## src/rtl/multicycle_ctrl.sv

```systemverilog
// Main control FSM for the multi-cycle SimpleCPU datapath, with memory wait timeout and trap.
// Optional retired-instruction counter enabled by defining MULTICYCLE_CTRL_RETIRE_CNT_EN.
module multicycle_ctrl #(
    parameter int MEM_TIMEOUT = 15,
    parameter int CNT_W       = 4
) (
    input  logic       clk,
    input  logic       rst,
    input  logic       run,
    input  logic [5:0] opcode,
    input  logic       mem_ready,
    output logic       pc_write,
    output logic       pc_write_cond,
    output logic [1:0] pc_source,
    output logic       i_or_d,
    output logic       mem_read,
    output logic       mem_write,
    output logic       ir_write,
    output logic       reg_dst,
    output logic       mem_to_reg,
    output logic       reg_write,
    output logic       alu_src_a,
    output logic [1:0] alu_src_b,
    output logic [1:0] ALUOp,
    output logic       trap,
    output logic [1:0] trap_cause,
    output logic [3:0] state
`ifdef MULTICYCLE_CTRL_RETIRE_CNT_EN
    ,
    output logic [31:0] retired_cnt
`endif
);

    typedef enum logic [3:0] {
        S_IDLE     = 4'd0,
        S_FETCH    = 4'd1,
        S_DECODE   = 4'd2,
        S_MEM_ADDR = 4'd3,
        S_MEM_RD   = 4'd4,
        S_MEM_WB   = 4'd5,
        S_MEM_WR   = 4'd6,
        S_EXEC_R   = 4'd7,
        S_R_WB     = 4'd8,
        S_BRANCH   = 4'd9,
        S_JUMP     = 4'd10,
        S_TRAP     = 4'd11
    } state_t;

    localparam logic [5:0] OP_RTYPE = 6'b000000;
    localparam logic [5:0] OP_LW    = 6'b100011;
    localparam logic [5:0] OP_SW    = 6'b101011;
    localparam logic [5:0] OP_BEQ   = 6'b000100;
    localparam logic [5:0] OP_J     = 6'b000010;

    localparam logic [1:0] CAUSE_ILLEGAL = 2'b01;
    localparam logic [1:0] CAUSE_TIMEOUT = 2'b10;

    localparam logic             TIMEOUT_EN  = (MEM_TIMEOUT != 0);
    localparam logic [CNT_W-1:0] TIMEOUT_VAL = CNT_W'(MEM_TIMEOUT);

    state_t           state_reg, state_next;
    logic [CNT_W-1:0] wait_cnt_reg, wait_cnt_next;
    logic [1:0]       trap_cause_reg, trap_cause_next;
    logic             in_wait_state;
    logic             timeout;

    always_ff @(posedge clk) begin
        if (rst) begin
            state_reg      <= S_IDLE;
            wait_cnt_reg   <= '0;
            trap_cause_reg <= 2'b00;
        end else begin
            state_reg      <= state_next;
            wait_cnt_reg   <= wait_cnt_next;
            trap_cause_reg <= trap_cause_next;
        end
    end

    // mem_ready on the limit cycle still completes the access, so it masks the timeout.
    assign in_wait_state = (state_reg == S_FETCH) || (state_reg == S_MEM_RD) ||
                           (state_reg == S_MEM_WR);
    assign timeout       = TIMEOUT_EN && in_wait_state && !mem_ready &&
                           (wait_cnt_reg == TIMEOUT_VAL);
    assign wait_cnt_next = (in_wait_state && !mem_ready && !timeout) ?
                           wait_cnt_reg + CNT_W'(1) : '0;

    always_comb begin
        state_next      = state_reg;
        trap_cause_next = trap_cause_reg;
        pc_write        = 1'b0;
        pc_write_cond   = 1'b0;
        pc_source       = 2'b00;
        i_or_d          = 1'b0;
        mem_read        = 1'b0;
        mem_write       = 1'b0;
        ir_write        = 1'b0;
        reg_dst         = 1'b0;
        mem_to_reg      = 1'b0;
        reg_write       = 1'b0;
        alu_src_a       = 1'b0;
        alu_src_b       = 2'b00;
        ALUOp           = 2'b00;
        trap            = 1'b0;

        case (state_reg)
            S_IDLE: begin
                if (run) state_next = S_FETCH;
            end
            S_FETCH: begin
                mem_read  = 1'b1;
                alu_src_b = 2'b01;
                ir_write  = mem_ready;
                pc_write  = mem_ready;
                if (mem_ready) begin
                    state_next = S_DECODE;
                end else if (timeout) begin
                    state_next      = S_TRAP;
                    trap_cause_next = CAUSE_TIMEOUT;
                end
            end
            S_DECODE: begin
                alu_src_b = 2'b11;
                case (opcode)
                    OP_RTYPE:     state_next = S_EXEC_R;
                    OP_LW, OP_SW: state_next = S_MEM_ADDR;
                    OP_BEQ:       state_next = S_BRANCH;
                    OP_J:         state_next = S_JUMP;
                    default: begin
                        state_next      = S_TRAP;
                        trap_cause_next = CAUSE_ILLEGAL;
                    end
                endcase
            end
            S_MEM_ADDR: begin
                alu_src_a  = 1'b1;
                alu_src_b  = 2'b10;
                state_next = (opcode == OP_SW) ? S_MEM_WR : S_MEM_RD;
            end
            S_MEM_RD: begin
                mem_read = 1'b1;
                i_or_d   = 1'b1;
                if (mem_ready) begin
                    state_next = S_MEM_WB;
                end else if (timeout) begin
                    state_next      = S_TRAP;
                    trap_cause_next = CAUSE_TIMEOUT;
                end
            end
            S_MEM_WB: begin
                reg_write  = 1'b1;
                mem_to_reg = 1'b1;
                state_next = S_FETCH;
            end
            S_MEM_WR: begin
                mem_write = 1'b1;
                i_or_d    = 1'b1;
                if (mem_ready) begin
                    state_next = S_FETCH;
                end else if (timeout) begin
                    state_next      = S_TRAP;
                    trap_cause_next = CAUSE_TIMEOUT;
                end
            end
            S_EXEC_R: begin
                alu_src_a  = 1'b1;
                ALUOp      = 2'b10;
                state_next = S_R_WB;
            end
            S_R_WB: begin
                reg_write  = 1'b1;
                reg_dst    = 1'b1;
                state_next = S_FETCH;
            end
            S_BRANCH: begin
                alu_src_a     = 1'b1;
                ALUOp         = 2'b01;
                pc_write_cond = 1'b1;
                pc_source     = 2'b01;
                state_next    = S_FETCH;
            end
            S_JUMP: begin
                pc_write   = 1'b1;
                pc_source  = 2'b10;
                state_next = S_FETCH;
            end
            S_TRAP: begin
                trap       = 1'b1;
                state_next = S_FETCH;
            end
            default: state_next = S_IDLE;
        endcase
    end

    assign state      = state_reg;
    assign trap_cause = trap_cause_reg;

`ifdef MULTICYCLE_CTRL_RETIRE_CNT_EN
    // Only normally completed instructions retire; trap and run-start entries into FETCH do not.
    logic        retire;
    logic [31:0] retired_cnt_reg;

    assign retire = (state_next == S_FETCH) &&
                    (state_reg inside {S_MEM_WB, S_MEM_WR, S_R_WB, S_BRANCH, S_JUMP});

    always_ff @(posedge clk) begin
        if (rst) begin
            retired_cnt_reg <= 32'd0;
        end else if (retire) begin
            retired_cnt_reg <= retired_cnt_reg + 32'd1;
        end
    end

    assign retired_cnt = retired_cnt_reg;
`endif

endmodule

```

## config.mk

```make
export PLATFORM = sky130hd
export DESIGN_NAME = multicycle_ctrl
export DESIGN_NICKNAME = d
export VERILOG_FILES = /design/src/rtl/multicycle_ctrl.sv
export SDC_FILE = /design/constraint.sdc
export NUM_CORES = 1
export LEC_CHECK = 0
export CORE_MARGIN = 2
export CORE_UTILIZATION = 40
export DETAILED_ROUTE_END_ITERATION = 12
export PLACE_DENSITY = 0.79
export SKIP_LAST_GASP = 1
export SYNTH_ARGS = -nofsm -noshare
export SYNTH_HDL_FRONTEND = slang
export SYNTH_SLANG_ARGS = --single-unit
export TNS_END_PERCENT = 5
```

## constraint.sdc

```tcl
create_clock -name clk -period 1.5 [get_ports clk]
set_input_delay 0.15 -clock clk [delete_from_list [all_inputs] [get_ports clk]]
set_output_delay 0.15 -clock clk [all_outputs]
set_load 0.02 [all_outputs]
```

* Yosys cells after proc, flatten, opt, wreduce, memory -nomap -nowiden
Cells that the tools add are included.
** Cells by class
- Bitwise logic cells :: 1
- Add/subtract/negate cells :: 1
- Mux-type cells :: 26
- Equality and inequality tests :: 20
- Reduce and logical (&&, ||, !) cells :: 20
** Operators with widths (count)
- $pmux W4 S8 :: 1
- $eq A4 B4 Y1 const B :: 5
- $mux W4 :: 5
- $eq A4 B3 Y1 const B :: 4
- $pmux W4 S4 :: 1
- $eq A6 B6 Y1 const B :: 2
- $pmux W2 S2 :: 3
- $mux W1 :: 10
- $reduce_or A2 Y1 :: 5
- $reduce_or A5 Y1 :: 2
- $eq A4 B2 Y1 const B :: 2
- $mux W2 :: 4
- $eq A6 B2 Y1 const B :: 1
- $eq A6 B3 Y1 const B :: 1
- $logic_not A6 Y1 :: 1
- $ne A2 B2 Y1 const B :: 3
- $pmux W2 S3 :: 1
- $reduce_or A3 Y1 :: 2
- $add A4 B1 Y4 const B :: 1
- $eq A4 B1 Y1 const B :: 1
- $logic_not A4 Y1 :: 1
- $reduce_and A4 Y1 :: 1
- $logic_and A1 B1 Y1 :: 3
- $logic_not A1 Y1 :: 2
- other kinds (5) :: 6
** Word-level totals
- Bits of input ports :: 10
- Register bits :: 10
- Logic and storage cells :: 71

* Longest topological paths before layout
Gate-level depths: netlist of run 1.
- Depth after elaboration :: 9
- Gate-level depth with buffers :: 5
- Depth with buffers taken out :: 5

* Worst setup path after synthesis of run 1
Ideal clock, no wire load.
- Path kind :: reg2out
- Start point :: register state_reg[3] (netlist: state[3])
- End point :: output port reg_write
- Data required time :: 1.350 ns
- Arrival :: 1.594 ns
- Path buffers :: 1
- Setup slack :: -0.244 ns
- Cell stages (with the launch flop) :: 5
- Path through :: dfxtp_1 > buf_2 > nand2b_1 > nor3_1 > or2_1
** Between the ends
- Cells in the longest elaborated chain, start to end :: 3
- Elaborated cells on any way between the ends :: 4
** RTL lines
- start, declared :: RTL line 61 : state_t state_reg, state_next;
- start signal, assigned :: RTL line 73 : state_reg <= state_next;
- $eq A4 B4 Y1 or $eq A4 B3 Y1 (tied branches) :: RTL line 105 : case (state_reg)
- $reduce_or A2 Y1 (no source line) (*)
- $mux W1 (*) :: RTL line 105
- end, declared :: RTL line 21 : output logic reg_write,
Mark *: on every way between the ends. The rest lies on a longest branch, timed or not.

* Worst setup path after layout of run 1
- Start point :: register state_reg[3] (netlist: state[3])
- End point :: output port alu_src_b[1]
** Between the ends
- Cells in the longest elaborated chain, start to end :: 2
- Elaborated cells on any way between the ends :: 4
** RTL lines
- $eq A4 B2 Y1 or $eq A4 B1 Y1 (tied branches) :: RTL line 105
- $pmux W2 S3 (*) :: RTL line 105
- end, declared :: RTL line 23 : output logic [1:0] alu_src_b,
Marks and branches as above.

==> run summary, run 1 <==
Of all cell types, the one taking the most synthesized area is sky130_fd_sc_hd__dfxtp_1. The tools report the critical register-to-register path startpoint as state[2]. The power per unit of standard cell area was 586 nW/µm²; the detailed-route vias per instance was 5.05.

For the pin with the worst max-slew slack, the measured transition is 0.303 ns. Predominant post-synthesis flop cell: sky130_fd_sc_hd__dfxtp_1. The proportion of synthesized flip-flops having asynchronous set or reset is 0%.

Routability-driven placement finished with a final weighted congestion of 0.799. The post-detailed-placement half-perimeter wirelength was 1660 µm. The run gives -1.53 ns as the setup TNS after final layout. The signal on the critical path passes through nand2b_1, nor2_1, clkdlybuf4s50_1. The synthesized area per cell works out to 7.63 µm². Endpoint type of the worst setup path: an output pin.

For hold timing, the worst endpoint is wait_cnt_reg[0]. Endpoint of the worst-slack reg-to-reg timing path: trap_cause[1]. Setup repair after global routing could not meet its margin everywhere. The arrival time reported for the critical path endpoint is 1.59 ns, and the clock slew at the register clock pins of the worst setup and hold paths is 0.06 ns. The utilization of the core after routing is 75.3%, and the number of hold-slack violations in the final timing report is 0.

The overall die area was 2130 µm². Biggest cell delay along the critical path: 0.62 ns. The first global-routing pass estimated 3300 µm of wire. The tools report the clock root buffer as sky130_fd_sc_hd__clkbuf_4. The worst path uses 116% of the clock period. The post-layout worst setup margin was -0.240 ns.

The largest fanout on the critical path is 8, and the max-capacitance violation count is 0. After the first detailed-routing iteration, the DRC count stood at 9. In this run, synthesis inferred 0 flip-flops with an integrated enable.

The achievable frequency came out at 575 MHz. TritonCTS created 3 clock buffers. The flow ran to the end, but the final reports show violations. Counting flops and latches in the post-synthesis netlist gives 10.

The net count reported at finish is 164. TritonCTS built the clock tree. The relative max-transition margin is 79.5%. The chip height came out at 46.1 µm. After synthesis, the netlist uses 38 different library cells. The starting density of the core is 42.0%, and the fraction of final layout cells sized beyond drive strength 1 is 30.5%.

The routed wirelength normalized by instance count works out to 11.6 µm. After synthesis, the most frequently instantiated cells are sky130_fd_sc_hd__nor2_1 (14), sky130_fd_sc_hd__dfxtp_1 (10), sky130_fd_sc_hd__a21oi_1 (9). By instance count, the leading cell after synthesis is sky130_fd_sc_hd__nor2_1. The count of nets left with antenna violations once routing finished came out at 0. In this run the worst hold path is classified as reg2reg. The register area was 204 µm²; the clock insertion delay at the later pin of the skew report was 0.25 ns. Pin placement for this block handled 33 I/O pins. STA classifies the critical path startpoint as a flop.

The share of the synthesized area in the top cell type works out to 28.2%. The tools report the maximum clock insertion buffer count as 2. Number of antenna violations at the first check in global routing: 0. For the worst setup path, the data required time is 1.35 ns. The routed design has 1960 µm of wire. The setup check on the worst reg-to-reg path leaves a slack of 0.02 ns.

Across the routed clock network, the largest skew measured is 0.00280 ns. For the number of clock sinks seen by CTS, the log shows 10. The critical path in this run is classified as reg2out. The tools report the number of nets in the synthesized netlist as 104. The run gives 17 as the number of failing setup endpoints in the final timing report.

Startpoint of the most critical hold path: wait_cnt_reg[0]. In this run the standard cell core region covers 1690 µm². The via count of the first global-routing pass was 797.

Pin count of the biggest net entering global routing: 10. The area overhead of the layout relative to synthesis was 79.2%. In the synthesized netlist, the number of instances is 93. The first detailed-routing pass took 3 iterations. Before CTS, the worst setup slack after placement is -0.253 ns.

The number of standard-cell rows in the floorplan came out at 15. The slowest stage of the critical path is the sky130_fd_sc_hd__clkdlybuf4s50_1 cell. The cell depth of the worst min-delay path came out at 1. After layout, the minimum clock period comes to 1.74 ns.

The final reports fail on negative setup slack. After detailed routing, the number of remaining DRC violations is 0. Fill cells in the final layout number 133. Yosys attributes the largest share of cell area to sky130_fd_sc_hd__dfxtp_1 (28%), sky130_fd_sc_hd__nor2_1 (7.4%), sky130_fd_sc_hd__a21oi_1 (6.3%). 0 antenna diodes ended up in the layout. For the max-slew violation total from the final report, the log shows 0. In the global route stage, overall resource usage came out at 21.0%.

The combined area of the multi-input logic cells is 492 µm². Across the VDD grid, the largest voltage drop is 0.804 mV. The sum of overflow across all layers after global routing is 0. Depth of the worst register-to-register path: 5. The chip width came out at 46.1 µm. Launch point of the worst path: state[3]. In this run the tool buffered the top-level ports with 32 buffer cells. The part of the Yosys area used for sequential elements came out at 28.2%. The synthesized netlist occupies a cell area of 709 µm². The Yosys step of the flow raised 0 warnings. The run gives 849 as the total number of vias.

The H-tree depth was 1; the leakage power was 0.000600 µW.
==> worst max path at each step <==
stage / cells past startpoint / slack (ns) / to
2_1_floorplan: 4 / -0.03 / pc_source[0]
3_3_place_gp: 5 / -0.23 / pc_write
3_5_place_dp: 5 / -0.25 / pc_write
4_1_cts: 3 / -0.25 / alu_src_b[1]
5_1_grt: 3 / -0.33 / ALUOp[1]
6_report: 3 / -0.24 / alu_src_b[1]
==> kinds of logic after synthesis <==
family	count (synthesis)	share of synthesized area [%]
and+or+nand+nor	46	36.7
muxes	1	1.41
buffers and inverters	9	5.82
AOI/OAI and AO/OA	23	22.4
xor gates and xnor gates	3	3.70
DFF	10	28.2
adders and majority gates	1	1.76
==> repair_timing <==
item | CTS | global route
hold buffers | 0 | 0
buffers inserted | 0 | 0
resized for setup | 14 | 1
endpoints found under the hold margin | 0 | 0
setup endpoints to repair | 23 | 29
==> worst max-delay path, delay by kind of cell (launching register included) <==
family                 cells  cell delay (ns)
buffers and inverters      1             0.62
and+or+nand+nor            2             0.37
DFF                        1             0.36
==> report_power, final <==
| group | internal [µW] | switching, µW |
|---|---|---|
| clock network | 91.8 | 76.3 |
| registers | 277 | 14.9 |
| logic | 153 | 133 |
| total | 522 | 224 |
==> per-stage QoR <==
stage	hold slack [ns]	instances	power (µW)	instance area (µm²)
after detailed placement	0.447	165	596	1260
final	0.458	168	745	1270
after global placement	0.429	165	591	1260
after global routing	0.469	168	798	1270
after CTS	0.458	168	755	1270
after floorplan	0.219	93	431	737
==> metal layers <==
layer	track usage (%)	part of all wire, %	vias up
met5	0	0	-
met4	10.3	2.4	0
met3	1.96	4.8	4
met2	37.2	50	26
met1	25.0	43	373
li1	-	-	446
==> cell usage in the layout (no fill, tap or decap), types with 2 or more instances in the layout <==
master,count
sky130_fd_sc_hd__or2_2,2
sky130_fd_sc_hd__clkdlybuf4s50_1,18
sky130_fd_sc_hd__buf_4,28
sky130_fd_sc_hd__dlygate4sd2_1,13
sky130_fd_sc_hd__nor3b_2,2
sky130_fd_sc_hd__xnor2_1,2
sky130_fd_sc_hd__nor2b_1,2
sky130_fd_sc_hd__nor3_1,3
sky130_fd_sc_hd__nor3_2,3
sky130_fd_sc_hd__a21oi_1,9
sky130_fd_sc_hd__nand2b_1,5
sky130_fd_sc_hd__inv_1,4
sky130_fd_sc_hd__nor2_1,13
sky130_fd_sc_hd__nand2_1,6
sky130_fd_sc_hd__o21ai_0,2
sky130_fd_sc_hd__dfxtp_2,3
sky130_fd_sc_hd__or2_1,2
sky130_fd_sc_hd__clkbuf_4,3
sky130_fd_sc_hd__dfxtp_1,7
==> layout make-up <==
type | instances | share of cell area [%]
Clock buffer | 3 | 1.77
Timing Repair Buffer | 60 | 40.6
Tap cell | 17 | 1.67
Sequential cell | 10 | 16.0
Multi-Input combinational cell | 74 | 38.7
Inverter | 4 | 1.18
Power figures use the tool's default switching activity.
==> run 2: changes to the inputs <==
--- a/config.mk
+++ b/config.mk
@@ -5,6 +5,7 @@
 export SDC_FILE = /design/constraint.sdc
 export NUM_CORES = 1
 export LEC_CHECK = 0
+export ABC_CLOCK_PERIOD_IN_PS = 1500
 export CORE_MARGIN = 2
 export CORE_UTILIZATION = 40
 export DETAILED_ROUTE_END_ITERATION = 12
==> results of run 2 <==
Same layout as run 1: the final DEF is identical, and so are final timing and power.
